==> src/rtl/serial_link_vc_credit_scheduler_if.sv <==
// Outgoing packet stream of the VC credit scheduler.
// Carries one registered packet per handshake: header (data/credit-only flag,
// data VC) and the piggybacked credit field (credit VC, credit count).
//   valid    : packet valid (driven by the scheduler)
//   ready    : packet accepted (driven by the link serializer)
//   data_vld : 1 = data packet, 0 = credit-only packet
//   data_vc  : VC of the data flit, 0 on credit-only packets
//   cred_vc  : VC the credit field belongs to
//   cred     : credits returned to the remote side
interface serial_link_vc_credit_scheduler_if #(
  parameter int NumVc   = 2,
  parameter int NumCred = 8,
  parameter int CredW   = $clog2(NumCred + 1),
  parameter int IdxW    = (NumVc > 1) ? $clog2(NumVc) : 1
);
  logic             valid;
  logic             ready;
  logic             data_vld;
  logic [IdxW-1:0]  data_vc;
  logic [IdxW-1:0]  cred_vc;
  logic [CredW-1:0] cred;

  modport master (output valid, data_vld, data_vc, cred_vc, cred, input ready);
  modport slave  (input valid, data_vld, data_vc, cred_vc, cred, output ready);
endinterface

==> src/rtl/serial_link_vc_credit_scheduler.sv <==
// Credit-aware scheduler sharing one serial link between NumVc virtual
// channels. Tracks remote (transmit) credits and credits owed back per VC,
// grants one data-eligible VC per cycle round-robin, piggybacks the largest
// owed credit count on each packet and forces credit-only packets when owed
// credits pile up with no data to send.
// Ports:
//   clk_i, rst_i       : clock, asynchronous active-high reset
//   vc_valid_i         : VC k has a flit ready
//   vc_ready_o         : one-hot grant, flit of VC k consumed this cycle
//   buf_pop_i          : local receive buffer of VC k freed one entry
//   cred_rcvd_valid_i  : incoming credits valid this cycle
//   cred_rcvd_vc_i     : VC of the incoming credits
//   cred_rcvd_i        : incoming credit count
//   pkt                : registered outgoing packet stream (master side)
//   tx_cred_o          : packed transmit credits per VC, VC0 in the LSBs
module serial_link_vc_credit_scheduler #(
  parameter int NumVc           = 2,
  parameter int NumCred         = 8,
  parameter int ForceSendThresh = NumCred - 4,
  parameter int CredW           = $clog2(NumCred + 1),
  parameter int IdxW            = (NumVc > 1) ? $clog2(NumVc) : 1
) (
  input  logic                    clk_i,
  input  logic                    rst_i,
  input  logic [NumVc-1:0]        vc_valid_i,
  output logic [NumVc-1:0]        vc_ready_o,
  input  logic [NumVc-1:0]        buf_pop_i,
  input  logic                    cred_rcvd_valid_i,
  input  logic [IdxW-1:0]         cred_rcvd_vc_i,
  input  logic [CredW-1:0]        cred_rcvd_i,
  serial_link_vc_credit_scheduler_if.master pkt,
  output logic [NumVc*CredW-1:0]  tx_cred_o
);

  logic [CredW-1:0] tx_cred_q [NumVc];
  logic [CredW-1:0] tx_cred_d [NumVc];
  logic [CredW-1:0] owed_q    [NumVc];
  logic [CredW-1:0] owed_d    [NumVc];
  logic [CredW:0]   tx_sum    [NumVc];
  logic [NumVc-1:0] tx_ovf;
  logic [NumVc-1:0] owed_ovf;
  logic [IdxW-1:0]  rr_ptr_q;
  logic [IdxW-1:0]  next_ptr;

  logic             load;
  logic [NumVc-1:0] eligible;
  logic             any_elig;
  logic [IdxW-1:0]  winner;
  logic [IdxW-1:0]  src;
  logic [CredW-1:0] best;
  logic [IdxW:0]    rot;
  logic [IdxW-1:0]  cand;
  logic             send_data;
  logic             send_cred;
  logic             pkt_load;

  assign load = !pkt.valid || pkt.ready;

  // A VC without remote credits can never be granted, even if it has data.
  always_comb begin
    eligible = '0;
    for (int k = 0; k < NumVc; k++) begin
      eligible[k] = vc_valid_i[k] && (tx_cred_q[k] != '0);
    end
  end

  // Round-robin search: walk downward so the last hit is the first eligible
  // VC at or after the pointer.
  always_comb begin
    winner   = '0;
    any_elig = 1'b0;
    rot      = '0;
    cand     = '0;
    for (int i = NumVc - 1; i >= 0; i--) begin
      rot = {1'b0, rr_ptr_q} + (IdxW+1)'(i);
      if (rot >= (IdxW+1)'(NumVc)) begin
        rot = rot - (IdxW+1)'(NumVc);
      end
      cand = rot[IdxW-1:0];
      if (eligible[cand]) begin
        winner   = cand;
        any_elig = 1'b1;
      end
    end
  end

  assign next_ptr = (winner == IdxW'(NumVc - 1)) ? '0 : winner + 1'b1;

  // Credit source: strict greater-than keeps ties on the lowest index.
  always_comb begin
    src  = '0;
    best = owed_q[0];
    for (int k = 1; k < NumVc; k++) begin
      if (owed_q[k] > best) begin
        best = owed_q[k];
        src  = IdxW'(k);
      end
    end
  end

  assign send_data = load && any_elig;
  assign send_cred = load && !any_elig && (owed_q[src] >= CredW'(ForceSendThresh));
  assign pkt_load  = send_data || send_cred;

  // Grant is held low during reset so an in-flight transfer is dropped cleanly.
  always_comb begin
    vc_ready_o = '0;
    if (send_data && !rst_i) begin
      vc_ready_o[winner] = 1'b1;
    end
  end

  // Next-state counters: received credits and the grant decrement are
  // combined so a simultaneous add and consume on one VC nets out. Owed
  // credits of the source VC are cleared on a packet load, but a pop in
  // the same cycle must not be lost.
  always_comb begin
    tx_ovf   = '0;
    owed_ovf = '0;
    for (int k = 0; k < NumVc; k++) begin
      tx_sum[k] = {1'b0, tx_cred_q[k]};
      if (cred_rcvd_valid_i && (cred_rcvd_vc_i == IdxW'(k))) begin
        tx_sum[k] = tx_sum[k] + {1'b0, cred_rcvd_i};
      end
      if (send_data && (winner == IdxW'(k))) begin
        tx_sum[k] = tx_sum[k] - 1'b1;
      end
      if (tx_sum[k] > (CredW+1)'(NumCred)) begin
        tx_ovf[k]    = 1'b1;
        tx_cred_d[k] = CredW'(NumCred);
      end else begin
        tx_cred_d[k] = tx_sum[k][CredW-1:0];
      end

      owed_d[k] = owed_q[k];
      if (pkt_load && (src == IdxW'(k))) begin
        owed_d[k] = {{(CredW-1){1'b0}}, buf_pop_i[k]};
      end else if (buf_pop_i[k]) begin
        if (owed_q[k] == CredW'(NumCred)) begin
          owed_ovf[k] = 1'b1;
        end else begin
          owed_d[k] = owed_q[k] + 1'b1;
        end
      end
    end
  end

  always_comb begin
    tx_cred_o = '0;
    for (int k = 0; k < NumVc; k++) begin
      tx_cred_o[k*CredW +: CredW] = tx_cred_q[k];
    end
  end

  // Counter state, round-robin pointer and the output packet register. The
  // packet register only changes on load, which keeps every field stable
  // while the link stalls.
  always_ff @(posedge clk_i or posedge rst_i) begin
    if (rst_i) begin
      for (int k = 0; k < NumVc; k++) begin
        tx_cred_q[k] <= CredW'(NumCred);
        owed_q[k]    <= '0;
      end
      rr_ptr_q     <= '0;
      pkt.valid    <= 1'b0;
      pkt.data_vld <= 1'b0;
      pkt.data_vc  <= '0;
      pkt.cred_vc  <= '0;
      pkt.cred     <= '0;
    end else begin
      for (int k = 0; k < NumVc; k++) begin
        tx_cred_q[k] <= tx_cred_d[k];
        owed_q[k]    <= owed_d[k];
      end
      if (send_data) begin
        rr_ptr_q <= next_ptr;
      end
      if (load) begin
        pkt.valid    <= pkt_load;
        pkt.data_vld <= send_data;
        pkt.data_vc  <= send_data ? winner : '0;
        pkt.cred_vc  <= pkt_load ? src : '0;
        pkt.cred     <= pkt_load ? owed_q[src] : '0;
      end
    end
  end

`ifndef SYNTHESIS
  a_tx_cred_overflow: assert property (@(posedge clk_i) disable iff (rst_i) tx_ovf == '0);
  a_owed_overflow:    assert property (@(posedge clk_i) disable iff (rst_i) owed_ovf == '0);
`endif

endmodule

==> src/flat_wrapper.sv <==
// flat-port wrapper written by rule: the top's interface ports become plain ports
module serial_link_vc_credit_scheduler_flat 
#(
  parameter int NumVc           = 2,
  parameter int NumCred         = 8,
  parameter int ForceSendThresh = NumCred - 4,
  parameter int CredW           = $clog2(NumCred + 1),
  parameter int IdxW            = (NumVc > 1) ? $clog2(NumVc) : 1
)
  (clk_i, rst_i, vc_valid_i, vc_ready_o, buf_pop_i, cred_rcvd_valid_i, cred_rcvd_vc_i, cred_rcvd_i, tx_cred_o, pkt_valid, pkt_data_vld, pkt_data_vc, pkt_cred_vc, pkt_cred, pkt_ready);
  serial_link_vc_credit_scheduler_if #(.NumVc(NumVc), .NumCred(NumCred), .CredW(CredW), .IdxW(IdxW)) pkt_i ();
  input  logic clk_i;
  input  logic rst_i;
  input  logic [NumVc-1:0] vc_valid_i;
  output logic [NumVc-1:0] vc_ready_o;
  input  logic [NumVc-1:0] buf_pop_i;
  input  logic cred_rcvd_valid_i;
  input  logic [IdxW-1:0] cred_rcvd_vc_i;
  input  logic [CredW-1:0] cred_rcvd_i;
  output logic [NumVc*CredW-1:0] tx_cred_o;
  output wire logic [$bits(pkt_i.valid)-1:0] pkt_valid;
  output wire logic [$bits(pkt_i.data_vld)-1:0] pkt_data_vld;
  output wire logic [$bits(pkt_i.data_vc)-1:0] pkt_data_vc;
  output wire logic [$bits(pkt_i.cred_vc)-1:0] pkt_cred_vc;
  output wire logic [$bits(pkt_i.cred)-1:0] pkt_cred;
  input wire logic [$bits(pkt_i.ready)-1:0] pkt_ready;
  assign pkt_valid = pkt_i.valid;
  assign pkt_data_vld = pkt_i.data_vld;
  assign pkt_data_vc = pkt_i.data_vc;
  assign pkt_cred_vc = pkt_i.cred_vc;
  assign pkt_cred = pkt_i.cred;
  assign pkt_i.ready = pkt_ready;
  serial_link_vc_credit_scheduler #(.NumVc(NumVc), .NumCred(NumCred), .ForceSendThresh(ForceSendThresh), .CredW(CredW), .IdxW(IdxW)) u_core (.clk_i(clk_i), .rst_i(rst_i), .vc_valid_i(vc_valid_i), .vc_ready_o(vc_ready_o), .buf_pop_i(buf_pop_i), .cred_rcvd_valid_i(cred_rcvd_valid_i), .cred_rcvd_vc_i(cred_rcvd_vc_i), .cred_rcvd_i(cred_rcvd_i), .pkt(pkt_i), .tx_cred_o(tx_cred_o));
endmodule
==> config.mk <==
export PLATFORM = sky130hd
export DESIGN_NAME = serial_link_vc_credit_scheduler_flat
export DESIGN_NICKNAME = d
export VERILOG_FILES = /design/src/rtl/serial_link_vc_credit_scheduler_if.sv /design/src/rtl/serial_link_vc_credit_scheduler.sv /design/src/flat_wrapper.sv
export SDC_FILE = /design/constraint.sdc
export NUM_CORES = 1
export LEC_CHECK = 0
export CAP_MARGIN = 20
export CORE_ASPECT_RATIO = 0.5
export CORE_MARGIN = 3
export CORE_UTILIZATION = 55
export CTS_BUF_LIST = sky130_fd_sc_hd__clkbuf_4 sky130_fd_sc_hd__clkbuf_8
export DETAILED_ROUTE_END_ITERATION = 16
export PLACE_DENSITY = 0.82
export SYNTH_ARGS = -nofsm -noshare
export SYNTH_HDL_FRONTEND = slang
export SYNTH_SLANG_ARGS = --single-unit
==> constraint.sdc <==
create_clock -name clk_i -period 3.4 [get_ports clk_i]
set_clock_uncertainty 0.05 [all_clocks]
set_input_delay 0.51 -clock clk_i [delete_from_list [all_inputs] [get_ports clk_i]]
set_output_delay 0.51 -clock clk_i [all_outputs]
set_load 0.03 [all_outputs]
==> run metrics <==
FFs w/ async S/R, synth 100%; CTS tree yes; Slew headroom 43.4%; synthesized area 0.00192 mm^2; clock transition at the registers of the reported paths around 0.080 ns; chip width ~90 um; register area share after synthesis roughly a third; WL per Instance around 14 um; htree depth 1; diode count 0; pin count of the biggest net entering global routing 18; global-route wire length before repair approximately 7000 um; via count 1632; EDFF count, synth 0; power share of the clock group about 9%; IO buf count 30; PwrDens around 860 mW/mm^2; initial antenna violation count 0; Via-to-Cell Ratio 5.61; Gate power share 62.5%; clk buf depth 2; Worst EP required 2.84 ns; Syn Nets roughly 240; fmax between 300 and 400 MHz; Psw roughly 0.00095 W; global-route congestion overflow total 0; fin crit period 2.98 ns; 1st-iter DRT viols 58; syn avg cell area around 9.2 um^2; status completed; share of cells above drive strength 1 between 8 and 9%; period utilization approximately 88%; maximum vdd drop just under 0.0008 V; CTS Buf Count 3; Seq cells post-synth 25; post-cts resize count 0; vias in the first global route 1584; YS warnings 0; crit path launch type register; Final Hold Viols 0; worst hold path type register to register; Setup Buffers After CTS 0; Lkg Pwr approximately 1.0 nW; Die Y 47.8 um; nets 277; final setup violating endpoints 0; Setup TNS Final 0 ns; Reg power frac about 28%; RSZ-0062 raised after global routing false; Initial Util 60.7%; number of fill cells in the layout 245; Pwr Total between 0.002 and 0.0025 W; GRT Util Overall 21.7%; crit path max fanout 7; placed insts about 290; CTS root buf clkbuf_8; Initial DRT Pass Iterations 4; Final Slew Violations 0; switching share of power between 40% and 50%; Worst setup EP type output port; DRC Markers 0; routed wire length between 4000 and 5000 um; critical path cell sequence o41ai_4, o211a_1, and2_1, clkdlybuf4s50_1; Synth-to-Final Area Change 21.7%; DP HPWL about 3300 um; CP arrival 2.42 ns; hold buffer count at cts 0; ANT nets after route 0; max-cap violation count 0; core area between 0.003 and 0.004 mm^2; Mapped Cells 210; kind of critical path register to output port; Post-Layout Cell Count ~290; RePlAce Congestion 0.866; num ports 31; top_reg_cell synth dfrtp_1; Worst-Margin Slew between 0.8 and 0.9 ns; distinct cell type count after synthesis 48; Core Util, Final between 70% and 80%; Critical Path Max Stage Delay 0.66 ns; critical path's slowest cell clkdlybuf4s50_1; die footprint between 0.004 and 0.005 mm^2; Num Clock Sinks 25; worst skew pair latency between 0.2 and 0.3 ns; Rows 14; Int Power roughly 0.0011 W
-- placed cells by master (no fill, tap or decap), drive strengths merged, types with 5 or more instances in the layout --
cell,Yosys,layout
clkdlybuf4s50,0,30
nor2,23,23
dfrtp,23,23
ha,18,18
inv,16,16
a21oi,14,14
nand2,14,14
o21ai,10,10
mux2i,8,8
nand3,7,7
and2,7,7
a211oi,7,7
o31ai,5,5
-- worst max-delay path, delay by kind of cell (launching register included) --
kind | cells | cell delay, ns
DFF | 1 | 0.48
and+or+nand+nor | 1 | 0.15
buffers and inverters | 1 | 0.66
AOI/OAI and AO/OA | 2 | 0.86
-- cell families (layout without fill, tap and decap cells) --
kind of cell / count (synthesis) / after routing / share of synthesized area, %
AO/OA/AOI/OAI: 52 / 52 / 20.1
XOR/XNOR: 8 / 8 / 3.64
adder cells (fa/ha/maj): 20 / 20 / 13.8
buffers and inverters: 20 / 53 / 3.90
flip-flops: 25 / 25 / 32.6
multiplexers: 9 / 9 / 4.75
AND/OR/NAND/NOR: 76 / 76 / 21.2
-- registers in the layout, indices dropped and copies added (netlist names) --
register             cells
u_core.pkt.cred_vc       1
u_core.pkt.cred          4
u_core.tx_cred_o         8
u_core.pkt.valid         1
u_core.owed_q            8
u_core.pkt.data_vc       1
u_core.pkt.data_vld      1
u_core.rr_ptr_q          1
-- stage by stage --
stage,hold slack (ns),cell area [um^2],setup WS [ns]
2_1_floorplan,0.395,1920,0.814
3_3_place_gp,0.410,2290,0.356
3_5_place_dp,0.424,2290,0.268
4_1_cts,0.434,2340,0.415
5_1_grt,0.472,2340,0.314
6_report,0.439,2340,0.424
-- routing by layer --
layer / wire length [um] / track usage [%] / part of all wire (%) / vias up
met5: 0 / 0 / 0 / -
met4: 57 / 8.01 / 1.4 / 0
met3: 159 / 3.61 / 3.8 / 6
met2: 2030 / 38.7 / 48 / 42
met1: 1960 / 27.6 / 47 / 759
li1: - / - / - / 825
-- power groups by stage --
stage	combinational, W	sequential [W]	clock (W)
after global placement	0.00120	0.000570	0
after CTS	0.00126	0.000572	0.000186
after detailed placement	0.00125	0.000579	0
after global routing	0.00139	0.000598	0.000201
final	0.00126	0.000574	0.000182
after floorplan	0.000780	0.000681	0
-- cell usage after synthesis, types with 2 or more instances --
library cell	n	area share (%)
dfrtp_1	23	30
nor2_1	23	4.5
ha_1	18	12
inv_1	16	3.1
a21oi_1	14	3.6
nand2_1	14	2.7
o21ai_0	10	2.6
mux2i_1	8	4.2
nand3_1	7	1.8
and2_1	5	1.6
o31ai_1	5	2.0
a211oi_1	4	1.6
clkbuf_1	4	0.78
nand2b_1	4	1.3
nor2b_1	4	1.3
xnor2_1	4	1.8
xor2_1	4	1.8
a21o_1	3	1.2
nand4_1	3	0.98
a2111oi_0	2	0.91
a211oi_2	2	1.3
and2_2	2	0.78
and3_1	2	0.65
and4b_1	2	1.0
dfstp_2	2	2.7
fa_1	2	2.1
nand3b_1	2	0.78
-- worst paths after layout --
| path | start | to | slack [ns] | depth (start not counted) |
|---|---|---|---|---|
| min in group asynchronous | rst_i | u_core.pkt.data_vc | 0.47 | 2 |
| setup / recovery | u_core.tx_cred_o[5] | vc_ready_o[0] | 0.42 | 4 |
| hold reg to reg | u_core.pkt.cred_vc | u_core.pkt.cred_vc | 0.44 | 1 |
| hold / removal | u_core.pkt.cred_vc | u_core.pkt.cred_vc | 0.44 | 1 |
| setup reg to reg | u_core.tx_cred_o[4] | u_core.tx_cred_o[5] | 0.75 | 10 |
| max in group asynchronous | rst_i | u_core.tx_cred_o[7] | 2.20 | 3 |
-- cell type report --
class	count	area, um^2	area share, %
inverters	16	60.1	2.57
multi-input cells	165	1220	52.2
well taps	48	60.1	2.57
clock buffers	4	48.8	2.08
repair buffers	33	323	13.8
flip-flops and latches	25	628	26.8
Note: power is estimated with default switching activity, not from simulation.
